`src/rtl/csr_access_ctrl_pkg.sv`:
```
// ============================================================================
// Module      : csr_pkg
// Description : Shared constants and types for the CSR access controller:
//               CSR addresses, SYSTEM funct3 encodings, ECALL/MRET immediates,
//               mstatus bit positions and the controller state encoding.
// Revision    : 1.0 - initial release
// ============================================================================
`default_nettype none

package csr_pkg;

   // Machine-mode CSR addresses handled by this controller
   localparam logic [11:0] c_ADDR_MSTATUS   = 12'h300;
   localparam logic [11:0] c_ADDR_MTVEC     = 12'h305;
   localparam logic [11:0] c_ADDR_MEPC      = 12'h341;
   localparam logic [11:0] c_ADDR_MCAUSE    = 12'h342;
   localparam logic [11:0] c_ADDR_MVENDORID = 12'hF11;
   localparam logic [11:0] c_ADDR_MARCHID   = 12'hF12;

   // SYSTEM-class funct3 encodings
   localparam logic [2:0] c_F3_PRIV   = 3'b000;
   localparam logic [2:0] c_F3_CSRRW  = 3'b001;
   localparam logic [2:0] c_F3_CSRRS  = 3'b010;
   localparam logic [2:0] c_F3_CSRRC  = 3'b011;
   localparam logic [2:0] c_F3_CSRRWI = 3'b101;
   localparam logic [2:0] c_F3_CSRRSI = 3'b110;
   localparam logic [2:0] c_F3_CSRRCI = 3'b111;

   // imm[31:20] values selecting the privileged ops when funct3 = 000
   localparam logic [11:0] c_IMM_ECALL = 12'h000;
   localparam logic [11:0] c_IMM_MRET  = 12'h302;

   // mstatus bit positions
   localparam int c_MSTATUS_MIE    = 3;
   localparam int c_MSTATUS_MPIE   = 7;
   localparam int c_MSTATUS_MPP_LO = 11;
   localparam int c_MSTATUS_MPP_HI = 12;

   // Controller state encoding
   typedef enum logic [1:0] {
      ST_IDLE = 2'd0,
      ST_EXEC = 2'd1,
      ST_RESP = 2'd2
   } state_t;

   // Address bits [11:10] = 2'b11 mark a read-only CSR
   function automatic logic csr_is_readonly(input logic [11:0] addr);
      return (addr[11:10] == 2'b11);
   endfunction

endpackage

`default_nettype wire

```
`src/rtl/csr_access_ctrl_if.sv`:
```
// ============================================================================
// Module      : csr_access_ctrl_if
// Description : Request/response channel between the EXU (master) and the
//               CSR access controller (slave).
// Revision    : 1.0 - initial release
// ============================================================================
`default_nettype none

interface csr_access_ctrl_if;

   logic        req_valid;
   logic        req_ready;
   logic [2:0]  req_funct3;
   logic [11:0] req_csr;
   logic [31:0] req_src;
   logic [4:0]  req_zimm;
   logic        req_src_zero;
   logic [31:0] req_pc;

   logic        resp_valid;
   logic        resp_ready;
   logic [31:0] resp_rdata;
   logic        resp_redirect;
   logic [31:0] resp_npc;
   logic        resp_illegal;

   modport master (
      output req_valid, req_funct3, req_csr, req_src, req_zimm, req_src_zero, req_pc,
      input  req_ready,
      input  resp_valid, resp_rdata, resp_redirect, resp_npc, resp_illegal,
      output resp_ready
   );

   modport slave (
      input  req_valid, req_funct3, req_csr, req_src, req_zimm, req_src_zero, req_pc,
      output req_ready,
      output resp_valid, resp_rdata, resp_redirect, resp_npc, resp_illegal,
      input  resp_ready
   );

endinterface

`default_nettype wire

```
`src/rtl/csr_access_ctrl_alu.sv`:
```
// ============================================================================
// Module      : csr_alu
// Description : Combinational CSR read-modify-write: new value from funct3,
//               the old CSR value and the source operand.
// Revision    : 1.0 - initial release
// ============================================================================
`default_nettype none

module csr_alu
   import csr_pkg::*;
#(
   parameter int XLEN = 32
) (
   input  logic [2:0]      i_funct3,
   input  logic [XLEN-1:0] i_old,
   input  logic [XLEN-1:0] i_src,
   output logic [XLEN-1:0] o_new
);

   // Register and immediate forms share the same operation
   always_comb begin
      o_new = i_old;
      case (i_funct3)
         c_F3_CSRRW, c_F3_CSRRWI: o_new = i_src;
         c_F3_CSRRS, c_F3_CSRRSI: o_new = i_old | i_src;
         c_F3_CSRRC, c_F3_CSRRCI: o_new = i_old & ~i_src;
         default:                 o_new = i_old;
      endcase
   end

endmodule

`default_nettype wire

```
`src/rtl/csr_access_ctrl.sv`:
```
// ============================================================================
// Module      : csr_access_ctrl
// Description : Initiator side of the machine-mode CSR file. Executes one
//               CSRRW/CSRRS/CSRRC/ECALL/MRET at a time: IDLE accepts, EXEC
//               pulses the write strobes, RESP holds the registered response.
//               Build macro CSR_IMM_OPS_EN enables CSRRWI/CSRRSI/CSRRCI.
// Revision    : 1.0 - initial release
// ============================================================================
`default_nettype none

module csr_access_ctrl
   import csr_pkg::*;
#(
   parameter int          XLEN        = 32,
   parameter logic [31:0] ECALL_CAUSE = 32'd11
) (
   input  logic            clk,
   input  logic            rst,
   csr_access_ctrl_if.slave bus,
   input  logic [XLEN-1:0] dout_mstatus,
   input  logic [XLEN-1:0] dout_mtvec,
   input  logic [XLEN-1:0] dout_mepc,
   input  logic [XLEN-1:0] dout_mcause,
   input  logic [XLEN-1:0] dout_mvendorid,
   input  logic [XLEN-1:0] dout_marchid,
   output logic [XLEN-1:0] din_mstatus,
   output logic [XLEN-1:0] din_mtvec,
   output logic [XLEN-1:0] din_mepc,
   output logic [XLEN-1:0] din_mcause,
   output logic            wen_mstatus,
   output logic            wen_mtvec,
   output logic            wen_mepc,
   output logic            wen_mcause
);

   state_t          r_state, w_state_next;
   logic [2:0]      r_funct3;
   logic [11:0]     r_csr;
   logic [XLEN-1:0] r_src, r_pc;
   logic [4:0]      r_zimm;
   logic            r_src_zero;

   logic [XLEN-1:0] r_resp_rdata, r_resp_npc;
   logic            r_resp_redirect, r_resp_illegal;

   logic [XLEN-1:0] w_src, w_old, w_alu_new;
   logic            w_is_csr_op, w_is_ecall, w_is_mret, w_addr_ok, w_do_write, w_illegal;
   logic            w_wen_ms, w_wen_tv, w_wen_ep, w_wen_mc, w_exec;
   logic [XLEN-1:0] w_din_ms, w_din_tv, w_din_ep, w_din_mc;

`ifndef CSR_IMM_OPS_EN
   logic w_unused_zimm;
   assign w_unused_zimm = ^r_zimm;
`endif

   // Decode the captured request: op class, old value, legality
   always_comb begin
      w_src       = r_src;
      w_is_csr_op = 1'b0;
      case (r_funct3)
         c_F3_CSRRW, c_F3_CSRRS, c_F3_CSRRC: w_is_csr_op = 1'b1;
`ifdef CSR_IMM_OPS_EN
         c_F3_CSRRWI, c_F3_CSRRSI, c_F3_CSRRCI: begin
            w_is_csr_op = 1'b1;
            w_src       = {{(XLEN-5){1'b0}}, r_zimm};
         end
`endif
         default: w_is_csr_op = 1'b0;
      endcase
      w_is_ecall = (r_funct3 == c_F3_PRIV) && (r_csr == c_IMM_ECALL);
      w_is_mret  = (r_funct3 == c_F3_PRIV) && (r_csr == c_IMM_MRET);

      w_old     = '0;
      w_addr_ok = 1'b1;
      case (r_csr)
         c_ADDR_MSTATUS:   w_old = dout_mstatus;
         c_ADDR_MTVEC:     w_old = dout_mtvec;
         c_ADDR_MEPC:      w_old = dout_mepc;
         c_ADDR_MCAUSE:    w_old = dout_mcause;
         c_ADDR_MVENDORID: w_old = dout_mvendorid;
         c_ADDR_MARCHID:   w_old = dout_marchid;
         default:          w_addr_ok = 1'b0;
      endcase

      // Set/clear with a zero source is a pure read; swap always writes
      w_do_write = w_is_csr_op && ((r_funct3[1:0] == 2'b01) || !r_src_zero);
      w_illegal  = !(w_is_ecall || w_is_mret || w_is_csr_op) ||
                   (w_is_csr_op && (!w_addr_ok || (w_do_write && csr_is_readonly(r_csr))));
   end

   csr_alu #(.XLEN(XLEN)) u_alu (
      .i_funct3 (r_funct3),
      .i_old    (w_old),
      .i_src    (w_src),
      .o_new    (w_alu_new)
   );

   // Write strobes and data before EXEC/reset gating
   always_comb begin
      w_wen_ms = 1'b0;
      w_wen_tv = 1'b0;
      w_wen_ep = 1'b0;
      w_wen_mc = 1'b0;
      w_din_ms = dout_mstatus;
      w_din_tv = w_alu_new;
      w_din_ep = w_alu_new;
      w_din_mc = w_alu_new;
      if (w_is_ecall) begin
         w_din_ms[c_MSTATUS_MPIE]                    = dout_mstatus[c_MSTATUS_MIE];
         w_din_ms[c_MSTATUS_MIE]                     = 1'b0;
         w_din_ms[c_MSTATUS_MPP_HI:c_MSTATUS_MPP_LO] = 2'b11;
         w_din_ep = r_pc;
         w_din_mc = ECALL_CAUSE;
         w_wen_ms = 1'b1;
         w_wen_ep = 1'b1;
         w_wen_mc = 1'b1;
      end else if (w_is_mret) begin
         w_din_ms[c_MSTATUS_MIE]                     = dout_mstatus[c_MSTATUS_MPIE];
         w_din_ms[c_MSTATUS_MPIE]                    = 1'b1;
         w_din_ms[c_MSTATUS_MPP_HI:c_MSTATUS_MPP_LO] = 2'b11;
         w_wen_ms = 1'b1;
      end else if (w_do_write && !w_illegal) begin
         w_din_ms = w_alu_new;
         case (r_csr)
            c_ADDR_MSTATUS: w_wen_ms = 1'b1;
            c_ADDR_MTVEC:   w_wen_tv = 1'b1;
            c_ADDR_MEPC:    w_wen_ep = 1'b1;
            c_ADDR_MCAUSE:  w_wen_mc = 1'b1;
            default:        w_wen_ms = 1'b0;
         endcase
      end
   end

   // Strobes only in EXEC; reset kills an in-flight write immediately
   assign w_exec      = (r_state == ST_EXEC) && !rst;
   assign wen_mstatus = w_exec && w_wen_ms;
   assign wen_mtvec   = w_exec && w_wen_tv;
   assign wen_mepc    = w_exec && w_wen_ep;
   assign wen_mcause  = w_exec && w_wen_mc;
   assign din_mstatus = w_exec ? w_din_ms : '0;
   assign din_mtvec   = w_exec ? w_din_tv : '0;
   assign din_mepc    = w_exec ? w_din_ep : '0;
   assign din_mcause  = w_exec ? w_din_mc : '0;

   // Next-state logic
   always_comb begin
      w_state_next = r_state;
      case (r_state)
         ST_IDLE: if (bus.req_valid)  w_state_next = ST_EXEC;
         ST_EXEC:                     w_state_next = ST_RESP;
         ST_RESP: if (bus.resp_ready) w_state_next = ST_IDLE;
         default:                     w_state_next = ST_IDLE;
      endcase
   end

   // State register
   always_ff @(posedge clk) begin
      if (rst) r_state <= ST_IDLE;
      else     r_state <= w_state_next;
   end

   // Capture the request on acceptance
   always_ff @(posedge clk) begin
      if (rst) begin
         r_funct3   <= '0;
         r_csr      <= '0;
         r_src      <= '0;
         r_zimm     <= '0;
         r_src_zero <= 1'b0;
         r_pc       <= '0;
      end else if (r_state == ST_IDLE && bus.req_valid) begin
         r_funct3   <= bus.req_funct3;
         r_csr      <= bus.req_csr;
         r_src      <= bus.req_src;
         r_zimm     <= bus.req_zimm;
         r_src_zero <= bus.req_src_zero;
         r_pc       <= bus.req_pc;
      end
   end

   // Register the response at the end of EXEC; held through RESP
   always_ff @(posedge clk) begin
      if (rst) begin
         r_resp_rdata    <= '0;
         r_resp_npc      <= '0;
         r_resp_redirect <= 1'b0;
         r_resp_illegal  <= 1'b0;
      end else if (r_state == ST_EXEC) begin
         r_resp_rdata    <= (w_is_csr_op && !w_illegal) ? w_old : '0;
         r_resp_redirect <= w_is_ecall || w_is_mret;
         r_resp_npc      <= w_is_ecall ? (dout_mtvec & ~32'h3) :
                            w_is_mret  ? dout_mepc : '0;
         r_resp_illegal  <= w_illegal;
      end
   end

   assign bus.req_ready     = (r_state == ST_IDLE);
   assign bus.resp_valid    = (r_state == ST_RESP);
   assign bus.resp_rdata    = r_resp_rdata;
   assign bus.resp_npc      = r_resp_npc;
   assign bus.resp_redirect = r_resp_redirect;
   assign bus.resp_illegal  = r_resp_illegal;

endmodule

`default_nettype wire

```
`src/flat_wrapper.sv`:
```
// flat-port wrapper written by rule: the top's interface ports become plain ports
module csr_access_ctrl_flat import csr_pkg::*;
#(
   parameter int          XLEN        = 32,
   parameter logic [31:0] ECALL_CAUSE = 32'd11
)
  (clk, rst, dout_mstatus, dout_mtvec, dout_mepc, dout_mcause, dout_mvendorid, dout_marchid, din_mstatus, din_mtvec, din_mepc, din_mcause, wen_mstatus, wen_mtvec, wen_mepc, wen_mcause, bus_req_valid, bus_req_funct3, bus_req_csr, bus_req_src, bus_req_zimm, bus_req_src_zero, bus_req_pc, bus_req_ready, bus_resp_valid, bus_resp_rdata, bus_resp_redirect, bus_resp_npc, bus_resp_illegal, bus_resp_ready);
  csr_access_ctrl_if bus_i ();
  input  logic clk;
  input  logic rst;
  input  logic [XLEN-1:0] dout_mstatus;
  input  logic [XLEN-1:0] dout_mtvec;
  input  logic [XLEN-1:0] dout_mepc;
  input  logic [XLEN-1:0] dout_mcause;
  input  logic [XLEN-1:0] dout_mvendorid;
  input  logic [XLEN-1:0] dout_marchid;
  output logic [XLEN-1:0] din_mstatus;
  output logic [XLEN-1:0] din_mtvec;
  output logic [XLEN-1:0] din_mepc;
  output logic [XLEN-1:0] din_mcause;
  output logic wen_mstatus;
  output logic wen_mtvec;
  output logic wen_mepc;
  output logic wen_mcause;
  input wire logic [$bits(bus_i.req_valid)-1:0] bus_req_valid;
  input wire logic [$bits(bus_i.req_funct3)-1:0] bus_req_funct3;
  input wire logic [$bits(bus_i.req_csr)-1:0] bus_req_csr;
  input wire logic [$bits(bus_i.req_src)-1:0] bus_req_src;
  input wire logic [$bits(bus_i.req_zimm)-1:0] bus_req_zimm;
  input wire logic [$bits(bus_i.req_src_zero)-1:0] bus_req_src_zero;
  input wire logic [$bits(bus_i.req_pc)-1:0] bus_req_pc;
  output wire logic [$bits(bus_i.req_ready)-1:0] bus_req_ready;
  output wire logic [$bits(bus_i.resp_valid)-1:0] bus_resp_valid;
  output wire logic [$bits(bus_i.resp_rdata)-1:0] bus_resp_rdata;
  output wire logic [$bits(bus_i.resp_redirect)-1:0] bus_resp_redirect;
  output wire logic [$bits(bus_i.resp_npc)-1:0] bus_resp_npc;
  output wire logic [$bits(bus_i.resp_illegal)-1:0] bus_resp_illegal;
  input wire logic [$bits(bus_i.resp_ready)-1:0] bus_resp_ready;
  assign bus_i.req_valid = bus_req_valid;
  assign bus_i.req_funct3 = bus_req_funct3;
  assign bus_i.req_csr = bus_req_csr;
  assign bus_i.req_src = bus_req_src;
  assign bus_i.req_zimm = bus_req_zimm;
  assign bus_i.req_src_zero = bus_req_src_zero;
  assign bus_i.req_pc = bus_req_pc;
  assign bus_req_ready = bus_i.req_ready;
  assign bus_resp_valid = bus_i.resp_valid;
  assign bus_resp_rdata = bus_i.resp_rdata;
  assign bus_resp_redirect = bus_i.resp_redirect;
  assign bus_resp_npc = bus_i.resp_npc;
  assign bus_resp_illegal = bus_i.resp_illegal;
  assign bus_i.resp_ready = bus_resp_ready;
  csr_access_ctrl #(.XLEN(XLEN), .ECALL_CAUSE(ECALL_CAUSE)) u_core (.clk(clk), .rst(rst), .bus(bus_i), .dout_mstatus(dout_mstatus), .dout_mtvec(dout_mtvec), .dout_mepc(dout_mepc), .dout_mcause(dout_mcause), .dout_mvendorid(dout_mvendorid), .dout_marchid(dout_marchid), .din_mstatus(din_mstatus), .din_mtvec(din_mtvec), .din_mepc(din_mepc), .din_mcause(din_mcause), .wen_mstatus(wen_mstatus), .wen_mtvec(wen_mtvec), .wen_mepc(wen_mepc), .wen_mcause(wen_mcause));
endmodule
```
`config.mk`:
```
export PLATFORM = sky130hd
export DESIGN_NAME = csr_access_ctrl_flat
export DESIGN_NICKNAME = d
export VERILOG_FILES = /design/src/rtl/csr_access_ctrl_pkg.sv /design/src/rtl/csr_access_ctrl_if.sv /design/src/rtl/csr_access_ctrl_alu.sv /design/src/rtl/csr_access_ctrl.sv /design/src/flat_wrapper.sv
export SDC_FILE = /design/constraint.sdc
export NUM_CORES = 1
export LEC_CHECK = 0
export ABC_AREA = 0
export CAP_MARGIN = 20
export CORE_AREA = 2 2 189 191
export DETAILED_ROUTE_END_ITERATION = 8
export DIE_AREA = 0 0 191 193
export DONT_BUFFER_PORTS = 1
export HOLD_SLACK_MARGIN = 0.15
export PLACE_DENSITY = 0.38
export SYNTH_ARGS = -nofsm -noshare
export SYNTH_HDL_FRONTEND = slang
export SYNTH_SLANG_ARGS = --single-unit
```
`constraint.sdc`:
```
create_clock -name clk -period 2.4 [get_ports clk]
set_clock_uncertainty 0.2 [all_clocks]
set_input_delay 0.24 -clock clk [delete_from_list [all_inputs] [get_ports clk]]
set_output_delay 0.24 -clock clk [all_outputs]
set_load 0.005 [all_outputs]
```
### Word level (Yosys, flattened, before mapping)

Cells that the tools add are included.
Widths: inputs -> output; s select.

* output and inout bits: 200
* flip-flop bits (word level): 148

* bitwise logic cells: 3
* reduce and logical (&&, ||, !) cells: 32
* multiplexer cells: 47
* equality and inequality tests: 19

Operator list (number)
* $mux 32: 10
* $pmux 32 s6: 1
* $pmux 32 s3: 1
* $eq 12x10->1 const B: 5
* $mux 19: 2
* $and 32x32->32: 1
* $not 32->32: 1
* $or 32x32->32: 1
* $eq 12x12->1 const B: 2
* $mux 1: 22
* $mux 3: 6
* $logic_and 1x1->1: 13
* $logic_not 12->1: 1
* $eq 3x3->1 const B: 3
* $mux 2: 4
* $eq 3x2->1 const B: 2
* $pmux 2 s3: 1
* $reduce_or 2->1: 3
* $reduce_or 6->1: 1
* $logic_not 1->1: 5
* $logic_or 1x1->1: 5
* $eq 2x1->1 const B: 2
* $eq 2x2->1 const B: 2
* $eq 3x1->1 const B: 1
* 6 further kinds: 6

### Depth between registers and ports, before layout

Gate-level depths: netlist of the first run.

* depth after elaboration: 14
* depth in mapped cells: 10
* gate-level depth less buffers: 6

### By module

Synthesis of the first run repeated with hierarchy kept, for this count alone.

* cells, all modules: 1252
* area total of the unflattened synthesis: 9131.3 um^2

Modules (own cells, without submodules)
* csr_access_ctrl: area each 8202.9 um^2, cells each 1110, seq. area each 2962.8 um^2, times used 1
* csr_alu: area each 928.4 um^2, cells each 142, seq. area each 0.0 um^2, times used 1

### Worst setup path after synthesis of the first run

Ideal clock, no wire load.

* path type: flip-flop to output port
* start point: register u_core.r_csr[11]
* end point: output port din_mstatus[7]
* arrival time: 2.093 ns
* cell stages (with the launch flop): 8
* path buffers: 1
* data required time: 1.960 ns
* slack: -0.133 ns
* cell sequence: dfxtp_1 buf_2 or4_1 a211oi_2 o2111ai_1 o41a_1 a2111oi_2 nor3_1

* word-level cells in the longest chain between the ends: 13
* elaborated cells between the ends (all ways): 31
* classes of those cells: eq/ne: 8; mux: 7; bitwise: 2; reduce/logical: 14

Ends and longest elaborated chain
* start: declaration: RTL line csr_access_ctrl.sv:38 `logic [11:0] r_csr;`
* start signal: assignment: RTL line csr_access_ctrl.sv:173 `r_csr <= bus.req_csr;`
* $eq 12x12->1 / $eq 12x10->1 (equally long branches): RTL line csr_access_ctrl.sv:75 `case (r_csr)`
* $reduce_or 6->1 (no line)
* $mux 1: RTL line csr_access_ctrl.sv:75
* $logic_not 1->1: RTL line csr_access_ctrl.sv:88 `(w_is_csr_op && (!w_addr_ok || (w_do_write && csr_is_readonly(r_csr))));`
* $logic_or 1x1->1: RTL line csr_access_ctrl.sv:88
* $logic_and 1x1->1: RTL line csr_access_ctrl.sv:88
* $logic_or 1x1->1: RTL line csr_access_ctrl.sv:87 `w_illegal = !(w_is_ecall || w_is_mret || w_is_csr_op) ||`
* $logic_not 1->1: RTL line csr_access_ctrl.sv:122 `end else if (w_do_write && !w_illegal) begin`
* $logic_and 1x1->1: RTL line csr_access_ctrl.sv:122
* $mux 32: RTL line csr_access_ctrl.sv:122
* $mux 1: RTL line csr_access_ctrl.sv:117 `end else if (w_is_mret) begin`
* $mux 1 *: RTL line csr_access_ctrl.sv:108 `if (w_is_ecall) begin`
* $mux 32 *: RTL line csr_access_ctrl.sv:140 `assign din_mstatus = w_exec ? w_din_ms : '0;`
* end: declaration: RTL line flat_wrapper.sv:17 `output logic [XLEN-1:0] din_mstatus;`

Mark *: on every way between the ends. The rest lies on a longest branch, timed or not.

### Worst setup path in the final report of the first run

* start point: register u_core.r_csr[10]
* end point: output port din_mstatus[3]

The elaborated chain is that of the path after synthesis.

==> impl_metrics.csv, run 1 <==
group,metric,value,unit
timing,hold_viol,0,
layout,finalInstanceArea,19200,um^2
layout,fin_cells,2310,
timing,timing.final.crit_period,3.23,ns
timing,maxSlewHeadroom,47.8,%
floorplanning,rows,69,
timing,max_freq,310,MHz
synthesis,ys_seq_area_share,31.8,%
clock_tree,root_buffer,"clkbuf_16",
run_status,status,"finished with violations",
synthesis,synth_ff_type,"dfxtp_1",
detailed_routing,ant_nets,0,
global_route,antenna_found_initial,8,
timing,holdWs,0.152,ns
synthesis,synth_edf_count,0,
layout,post-route-util,54.8,%
synthesis,synth_top_cell_area_share,31.8,%
run,drv_cap,0,
timing,worst_slack,-0.831,ns
synthesis,syn-num-nets,1575,
detailed_routing,num_vias,13100,
setup_path,cp_max_fo,8,
placed_design,placed_cells,1912,
floorplanning,die_h,193,um
synthesis,avgSynthCellArea,7.19,um^2
detailed_routing,avgViaCountPerCell,5.65,
synthesis,ys_types,74,
placed_design,io_buffers,0,
layout,multi_input_area,8300,um^2
worst_hold_path,hold_start,"dout_marchid[9]",
synthesis,synth_compound_area_share,36.1,%
detailed_routing,first_iter_violations,918,
global_route,grt_pass1_vias,13000,
layout,ff_latch_area,2990,um^2
synthesis,yosys.area.top_type,"dfxtp_1",
synthesis,synth_xor_area_share,1.32,%
layout,synthToLayoutAreaGrowth,106,%
synthesis,synth_top_family_by_area,"compound AO/OA/AOI/OAI gates",
setup_path,r2r_start,"u_core.r_csr[4]",
floorplanning,start_util,26.6,%
global_route,grt_overflow,0,
placed_design,routabilityCongestion,0.924,
setup_path,arrival,2.79,ns
setup_path,required,1.96,ns
timing,rsz0062_at_grt,"true",
floorplanning,io_pins,481,
global_route,grt_usage,33.4,%
timing,tightestPinTransition,0.784,ns
run_status,violations,"negative setup slack",
power,p_int,5.44,mW
power,switching_power,2.72,mW
clock_tree,clkTransAtPathRegs,0.07,ns
layout,drive_gt1_share,43.0,%
layout,fillerInstances,3186,
clock_tree,clock_latency,0.45,ns
detailed_routing,route.detailed.drc,0,
power,p_total,8.16,mW
synthesis,syn_inst,1294,
power,vdd_drop_max,0.000555,V
timing,finalSetupViolCount,197,
floorplanning,core-area,35000,um^2
global_route,grt_pass1_wl,88800,um
setup_path,crit_start,"u_core.r_csr[10]",
setup_path,crit_type,"flip-flop to primary output",
synthesis,synth_area_leaders,"dfxtp_1 (32%), nand2_1 (10%), a21oi_1 (7.4%), a22oi_1 (6.6%), nor2_1 (5.5%)",
global_route,grt_max_degree,106,
timing,drv_slew,0,
synthesis,synth-seq-cells,148,
floorplanning,dieArea,36900,um^2
timing,min_period_over_period,135,%
layout,layout.nets,2108,
placed_design,placed_area,12000,um^2
synthesis,synth_adder_area_share,0,%
clock_tree,clock_path_buffers,2,
power,pwr-share-comb,32.5,%
clock_tree,clock_sinks,148,
power,p_sw_share,33.3,%
placed_design,hpwlAfterDp,46400,um
detailed_routing,wire_per_inst,28.3,um
synthesis,synth-simple-area-share,24.4,%
clock_tree,htree_levels,4,
synthesis,syn_area,9300,um^2
detailed_routing,wl,65500,um
clock_tree,cts_buffers,17,
detailed_routing,dr.pass1.iters,5,
synthesis,yosys_warnings,0,
power,p_clk_share,34.1,%
synthesis,synthMuxAreaShare,0.215,%
placed_design,place_ws,-0.728,ns
setup_path,worst_setup_path_start_kind,"flip-flop",
synthesis,ys_async_sr_fraction,0,%
clock_tree,cts_tree,"yes",
power,p_leak,7.14,nW
floorplanning,die_w,191,um
timing,setup_tns,-103.46,ns
setup_path,endpoint_kind,"primary output",
worst_hold_path,hold_path_class,"primary input to flip-flop",
synthesis,synthMostInstantiatedCell,"nand2_1",
power,cellPowerDensity,426,nW/um^2
synthesis,synth_common_cells,"nand2_1 (255), dfxtp_1 (148), a21oi_1 (138)",
power,seq_power_share,33.4,%
-- worst paths after layout --
path / slack [ns] / cells after the start / end
worst max-delay path: -0.83 / 10 / din_mstatus[3]
worst min register to register: 0.26 / 2 / u_core.r_pc[1]
worst min-delay path: 0.15 / 4 / u_core.bus.resp_rdata[9]
worst max register to register: -0.31 / 8 / u_core.bus.resp_npc[31]
-- layout by cell type, fill, tap and decap left out, types with 9 or more instances in the layout --
cell / synthesis / routed
o21ai_2: 0 / 21
o22ai_4: 0 / 19
o21ai_0: 66 / 15
nor2_2: 0 / 21
nor3_1: 34 / 25
nand2_1: 255 / 224
nor2_1: 137 / 65
nor2_4: 1 / 52
a21oi_4: 1 / 21
dlygate4sd3_1: 0 / 237
nand3b_1: 10 / 10
buf_12: 0 / 40
a22o_1: 45 / 43
xnor2_1: 13 / 13
a22oi_2: 2 / 17
clkbuf_16: 0 / 22
buf_6: 2 / 123
nand2_4: 0 / 22
buf_8: 0 / 17
buf_4: 4 / 212
dfxtp_1: 148 / 137
diode_2: 0 / 10
a21oi_1: 138 / 98
a221oi_4: 0 / 10
a21oi_2: 3 / 23
a22oi_1: 82 / 67
o21ai_1: 4 / 25
a21o_1: 12 / 12
a211oi_2: 8 / 13
o21ai_4: 0 / 9
a221oi_1: 30 / 12
-- flip-flops by register name, indices dropped and copies added (netlist names) --
signal / flops
u_core.bus.resp_redirect: 1
u_core.r_funct3: 3
u_core.r_pc: 32
u_core.bus.resp_npc: 32
u_core.bus.resp_illegal: 1
u_core.r_src_zero: 1
u_core.r_csr: 12
u_core.r_src: 32
u_core.bus.resp_rdata: 32
u_core.r_state: 2
-- timing repair --
action | CTS | global route
endpoints found under the setup margin | 197 | 197
gates resized for setup | 471 | 241
setup buffers | 75 | 41
gates cloned | 9 | 8
pin swaps | 114 | 121
hold buffers | 238 | 0
hold endpoints to repair | 142 | 0
-- worst max-delay path: stages (launching register included) --
cell and delay [ns]:
dfxtp_4 0.35, buf_6 0.12, or4_4 0.54, a211oi_4 0.29, buf_4 0.16, o211ai_4 0.09, a21oi_4 0.18, buf_12 0.15
buf_12 0.12, mux2i_1 0.18, o21a_1 0.15
-- logic make-up after synthesis --
logic type      after synthesis
mux                           2
buf+inv                     132
simple gates                513
xor+xnor                     14
compound gates              485
flops                       148
-- power by group through the flow --
| stage | logic [mW] | clock network (mW) | registers [mW] |
|---|---|---|---|
| finish | 2.65 | 2.78 | 2.73 |
| global route | 2.78 | 2.93 | 2.74 |
| CTS | 2.38 | 2.82 | 2.71 |
| detailed placement | 1.47 | 0 | 2.76 |
| global placement | 1.46 | 0 | 2.76 |
| floorplan | 0.823 | 0 | 2.71 |
-- routing by layer --
layer | track usage, % | wire length, um
met5 | 0 | 13
met4 | 14.2 | 2940
met3 | 8.24 | 5760
met2 | 54.8 | 30600
met1 | 41.7 | 26200
-- layout make-up --
type,count,area share [%]
antenna,10,0.131
clock buffer,22,2.42
clock inverter,9,0.542
inverter,6,0.117
multi-input combinational,1014,43.3
sequential,148,15.6
tap,461,3.01
timing repair buffer,640,34.9
No activity file was read; power rests on OpenSTA's default activity.
==> run 2, diff against run 1 <==
--- a/config.mk
+++ b/config.mk
@@ -12,7 +12,7 @@
 export DIE_AREA = 0 0 191 193
 export DONT_BUFFER_PORTS = 1
 export HOLD_SLACK_MARGIN = 0.15
-export PLACE_DENSITY = 0.38
+export PLACE_DENSITY = 0.37
 export SYNTH_ARGS = -nofsm -noshare
 export SYNTH_HDL_FRONTEND = slang
 export SYNTH_SLANG_ARGS = --single-unit
==> constraint.sdc (replaced) <==
create_clock -name clk -period 3.14 [get_ports clk]
set_clock_uncertainty 0.2 [all_clocks]
set_input_delay 0.314 -clock clk [delete_from_list [all_inputs] [get_ports clk]]
set_output_delay 0.314 -clock clk [all_outputs]
set_load 0.005 [all_outputs]
==> run 2 against run 1 <==
  * Sequential cell count stayed put
  * Non-clock buffer count is 201 lower
  * Cell count is 8.8% lower
  * Via count is 6.9% lower
  * Design area is 14% lower
  * Combinational power is 38% lower
  * First-iteration DRC count is 20% lower
  * The flow still finishes with violations (negative setup slack)
  * Wire length is 4.6% lower
  * Clock power is 23% lower
  * Register-to-register slack better by 0.38 ns
==> impl_metrics.csv, run 2 (synthesized netlist as in run 1, its figures left out) <==
group,metric,value,unit
run_status,status,"finished with violations",
run_status,violations,"negative setup slack",
setup_path,worst_setup_path_start_kind,"flip-flop",
worst_hold_path,min_to,"u_core.bus.resp_rdata[10]",
clock_tree,clock_latency,0.46,ns
timing,setup_tns,-2.76,ns
floorplanning,core-area,35000,um^2
setup_path,critPathTopFamily,"simple AND/OR/NAND/NOR gates",
timing,min_period_over_period,105,%
clock_tree,root_buffer,"clkbuf_16",
worst_hold_path,hold_path_class,"primary input to flip-flop",
layout,drive_gt1_share,36.2,%
layout,fin_cells,2107,
clock_tree,clock_sinks,148,
setup_path,rr_endpoint,"u_core.bus.resp_npc[19]",
global_route,grt_max_degree,122,
run,drv_cap,0,
detailed_routing,wl,62400,um
clock_tree,clkTransAtPathRegs,0.07,ns
setup_path,reg2regPathDepth,8,
clock_tree,cts_tree,"yes",
setup_path,r2r_start,"u_core.r_csr[4]",
setup_path,crit_slowest_cell,"or4_4",
power,p_clk_share,36.5,%
setup_path,crit_chain,"or3_4 > or4_4 > buf_4 > nor2_4 > o21ai_1 > a21oi_2 > buf_4 > buf_4",
placed_design,io_buffers,0,
power,seq_power_share,35.5,%
worst_hold_path,hold_start,"dout_mcause[10]",
power,switching_power,1.95,mW
setup_path,cp_max_fo,5,
detailed_routing,ant_nets,0,
power,p_sw_share,33.4,%
floorplanning,start_util,26.6,%
floorplanning,io_pins,481,
floorplanning,rows,69,
setup_path,arrival,2.77,ns
clock_tree,cts_buffers,17,
worst_hold_path,whs_path_depth,4,
layout,mostFrequentLayoutCells,"nand2_1 (244), dlygate4sd3_1 (174), buf_4 (162)",
global_route,grt_pass1_vias,11700,
detailed_routing,wire_per_inst,29.6,um
timing,timing.final.crit_period,3.28,ns
setup_path,cpMostUsedCell,"buf_4",
timing,tightestPinTransition,1.02,ns
setup_path,cp_num_buf_inv,3,
power,pwr-share-comb,28.0,%
floorplanning,dieArea,36900,um^2
layout,fillerInstances,3506,
timing,drv_slew,0,
floorplanning,die_h,193,um
detailed_routing,avgViaCountPerCell,5.77,
timing,finalSetupViolCount,50,
placed_design,routabilityCongestion,0.920,
detailed_routing,first_iter_violations,732,
global_route,grt_pass1_wl,84600,um
detailed_routing,route.detailed.drc,0,
global_route,grt_overflow,0,
detailed_routing,dr.pass1.iters,6,
layout,synthToLayoutAreaGrowth,76.2,%
layout,layout_commonest_cell,"nand2_1",
layout,ff_latch_area,2980,um^2
setup_path,crit_type,"flip-flop to primary output",
floorplanning,die_w,191,um
layout,post-route-util,46.9,%
power,p_int,3.91,mW
layout,multi_input_area,7680,um^2
power,vdd_drop_max,0.000387,V
setup_path,endpoint_kind,"primary output",
timing,worst_slack,-0.141,ns
setup_path,required,2.63,ns
setup_path,max_stage_delay,0.51,ns
layout,layout.nets,1908,
global_route,antenna_found_initial,8,
setup_path,r2r_slack,0.07,ns
clock_tree,clock_path_buffers,2,
timing,max_freq,305,MHz
timing,rsz0062_at_grt,"true",
timing,hold_viol,0,
detailed_routing,num_vias,12200,
placed_design,placed_cells,1807,
timing,maxSlewHeadroom,32.0,%
power,p_leak,5.79,nW
placed_design,place_ws,-0.202,ns
placed_design,hpwlAfterDp,45200,um
clock_tree,htree_levels,4,
global_route,grt_usage,32.3,%
power,cellPowerDensity,357,nW/um^2
==> run 2: power groups by stage <==
stage          clock network [mW]  registers [mW]  logic [mW]
5_1_grt                      2.27            2.09        1.73
3_5_place_dp                    0            2.11       0.988
2_1_floorplan                   0            2.07       0.612
4_1_cts                      2.18            2.07        1.44
3_3_place_gp                    0            2.10       0.982
6_report                     2.14            2.08        1.64
==> run 2: final cells by class <==
class	instances	share of cell area, %
sequential	148	18.2
inverter	6	0.137
clock buffer	19	2.76
timing repair buffer	439	27.6
tap	461	3.52
multi-input combinational	1015	46.9
antenna	6	0.0916
clock inverter	13	0.817
==> run 2: how the worst max path moves through the flow <==
stage                     start              end  slack [ns]  cells after the start
6_report        u_core.r_csr[6]     din_mtvec[4]       -0.14                      8
5_1_grt         u_core.r_csr[6]  din_mstatus[16]       -0.21                     10
4_1_cts         u_core.r_csr[4]  din_mstatus[11]       -0.15                     10
3_5_place_dp    u_core.r_csr[4]      din_mepc[7]       -0.20                      8
3_3_place_gp    u_core.r_csr[4]   din_mstatus[7]       -0.21                      8
2_1_floorplan  u_core.r_csr[11]   din_mstatus[7]        0.53                      7
==> run 2: tightest hold or removal path, stage by stage <==
cell and delay, ns:
a22oi_1 0.09, nor2_2 0.15, o21ai_0 0.15, nand2_1 0.08
==> run 2: metrics by stage <==
stage          power, mW  area [um^2]  hold WS, ns
2_1_floorplan       2.69         9300        0.235
3_3_place_gp        3.09        10900        0.192
3_5_place_dp        3.09        10900        0.194
4_1_cts             5.69        15000        0.158
5_1_grt             6.09        16400        0.175
6_report            5.86        16400        0.150
==> run 2: what timing repair did <==
item | CTS | global route
endpoints found under the hold margin | 134 | 3
hold buffers | 170 | 5
endpoints found under the setup margin | 128 | 148
cloned | 8 | 4
setup buffers | 48 | 42
gates resized for setup | 276 | 211
pin swaps | 60 | 63
==> run 2: per-layer routing <==
metal | global-route usage [%] | vias to the layer above | share of wire [%]
met5 | 0 | - | 0.080
met4 | 14.4 | 8 | 3.9
met3 | 10.4 | 130 | 9.8
met2 | 51.9 | 696 | 46
met1 | 39.5 | 5907 | 40
li1 | - | 5409 | -
==> run 3, diff against run 2 <==
==> constraint.sdc (replaced) <==
create_clock -name clk -period 3.75 [get_ports clk]
set_clock_uncertainty 0.2 [all_clocks]
set_input_delay 0.375 -clock clk [delete_from_list [all_inputs] [get_ports clk]]
set_output_delay 0.375 -clock clk [all_outputs]
set_load 0.005 [all_outputs]
==> run 3 against run 2 <==
  * The flow now finishes without violations
  * Die area is the same
  * Wire length shrank 8.2%
  * Non-clock buffer count shrank 176
  * Design area shrank 23%
  * Combinational power shrank 41%
  * Register-to-register slack gained 0.14 ns
  * Critical endpoint is now din_mepc[31]
  * Largest power group unchanged
==> impl_metrics.csv, run 3 (synthesized netlist as in run 1, its figures left out) <==
group,metric,value,unit
placed_design,place_ws,0.364,ns
worst_hold_path,hold_start,"dout_mcause[6]",
power,vdd_drop_max,0.000328,V
layout,layout_commonest_cell,"nand2_1",
clock_tree,htree_levels,4,
setup_path,required,3.17,ns
global_route,grt_pass1_vias,10600,
global_route,antenna_found_initial,9,
timing,worst_slack,0.0861,ns
timing,hold_viol,0,
setup_path,crit_chain,"nor4_4 > nand2_2 > o22ai_1 > nand3_1 > a31oi_1 > buf_4 > a21o_1",
global_route,grt_overflow,0,
setup_path,crit_start,"u_core.r_csr[4]",
detailed_routing,wl,57300,um
placed_design,io_buffers,0,
timing,rsz0062_at_grt,"true",
global_route,grt_pass1_wl,78500,um
timing,max_freq,273,MHz
layout,synthToLayoutAreaGrowth,35.7,%
setup_path,r2r_start,"u_core.r_csr[4]",
timing,maxSlewHeadroom,29.9,%
setup_path,max_stage_delay,0.49,ns
floorplanning,die_h,193,um
detailed_routing,first_iter_violations,951,
detailed_routing,num_vias,11200,
placed_design,placed_cells,1734,
layout,fin_cells,1931,
global_route,grt_max_degree,121,
clock_tree,clock_sinks,148,
layout,layout.nets,1731,
clock_tree,clkTransAtPathRegs,0.07,ns
run,drv_cap,0,
worst_hold_path,hold_path_class,"primary input to flip-flop",
detailed_routing,wire_per_inst,29.7,um
placed_design,hpwlAfterDp,43800,um
detailed_routing,dr.pass1.iters,5,
timing,drv_slew,0,
global_route,grt_usage,30.0,%
run_status,status,"finished, final reports clean",
floorplanning,dieArea,36900,um^2
detailed_routing,route.detailed.drc,0,
placed_design,routabilityCongestion,0.936,
power,p_leak,4.44,nW
layout,drive_gt1_share,14.1,%
setup_path,crit_type,"flip-flop to primary output",
setup_path,cp_max_fo,14,
clock_tree,root_buffer,"clkbuf_16",
clock_tree,clock_path_buffers,2,
floorplanning,start_util,26.6,%
clock_tree,clock_latency,0.46,ns
clock_tree,cts_buffers,17,
power,cellPowerDensity,359,nW/um^2
floorplanning,die_w,191,um
setup_path,arrival,3.09,ns
timing,timing.final.crit_period,3.66,ns
floorplanning,io_pins,481,
timing,holdWs,0.159,ns
detailed_routing,avgViaCountPerCell,5.82,
setup_path,endpoint_kind,"primary output",
detailed_routing,ant_nets,0,
timing,finalSetupViolCount,0,
timing,tightestPinTransition,1.05,ns
setup_path,crit_slowest_cell,"nor4_4",
layout,mostFrequentLayoutCells,"nand2_1 (250), dlygate4sd3_1 (150), dfxtp_1 (147)",
clock_tree,cts_tree,"yes",
setup_path,worst_setup_path_start_kind,"flip-flop",
floorplanning,rows,69,
timing,min_period_over_period,97.7,%
power,p_total,4.53,mW
timing,setup_tns,0,ns
setup_path,r2r_slack,0.21,ns
floorplanning,core-area,35000,um^2
## run 3: through the flow
step	area (um^2)	util (%)
after floorplan	9300	-
after global placement	10300	29.4
after detailed placement	10300	29.4
after CTS	12400	35.5
after global routing	12600	36.1
final	12600	36.1
## run 3: layout make-up
cell class	count	area (um^2)
Fill cell	3799	22300
Timing Repair Buffer	263	2460
Clock buffer	18	439
Antenna cell	7	17.5
Inverter	6	22.5
Clock inverter	14	153
Tap cell	461	577
Sequential cell	148	2960
Multi-Input combinational cell	1014	5980
## run 3: where the power goes
group	total (mW)	switching [mW]	internal [mW]
Sequential	1.74	0.0828	1.65
Combinational	0.960	0.584	0.376
Clock	1.83	0.825	1.00
Total	4.53	1.49	3.03
## run 3: path summary, 6_finish.rpt
kind                                            endpoint  depth (start not counted)
worst max-delay path                        din_mepc[31]                          7
worst min-delay path            u_core.bus.resp_rdata[6]                          4
worst max register to register    u_core.bus.resp_npc[3]                          8
worst min register to register           u_core.r_pc[20]                          2
## run 3: repair_timing
item | 4_1_cts | 5_1_grt
gates resized for setup | 9 | 23
endpoints found under the hold margin | 125 | 0
cloned | 0 | 0
pin swaps | 0 | 4
endpoints found under the setup margin | 9 | 70
hold buffers | 151 | 0
setup buffers | 0 | 7
## run 3: per-layer routing
metal	routed length, um	track usage, %	vias to the layer above
li1	-	-	5040
met3	5430	8.69	70
met2	26100	48.3	644
met5	40	0	-
met4	1140	8.68	6
met1	24600	38.9	5481
## run 3: worst max-delay path: cells and delay by family, from the launching register on
kind                   cells  cell delay, ns
AO/OA/AOI/OAI              3            0.99
buffers and inverters      1            0.20
flip-flops                 1            0.44
AND/OR/NAND/NOR            3            0.98
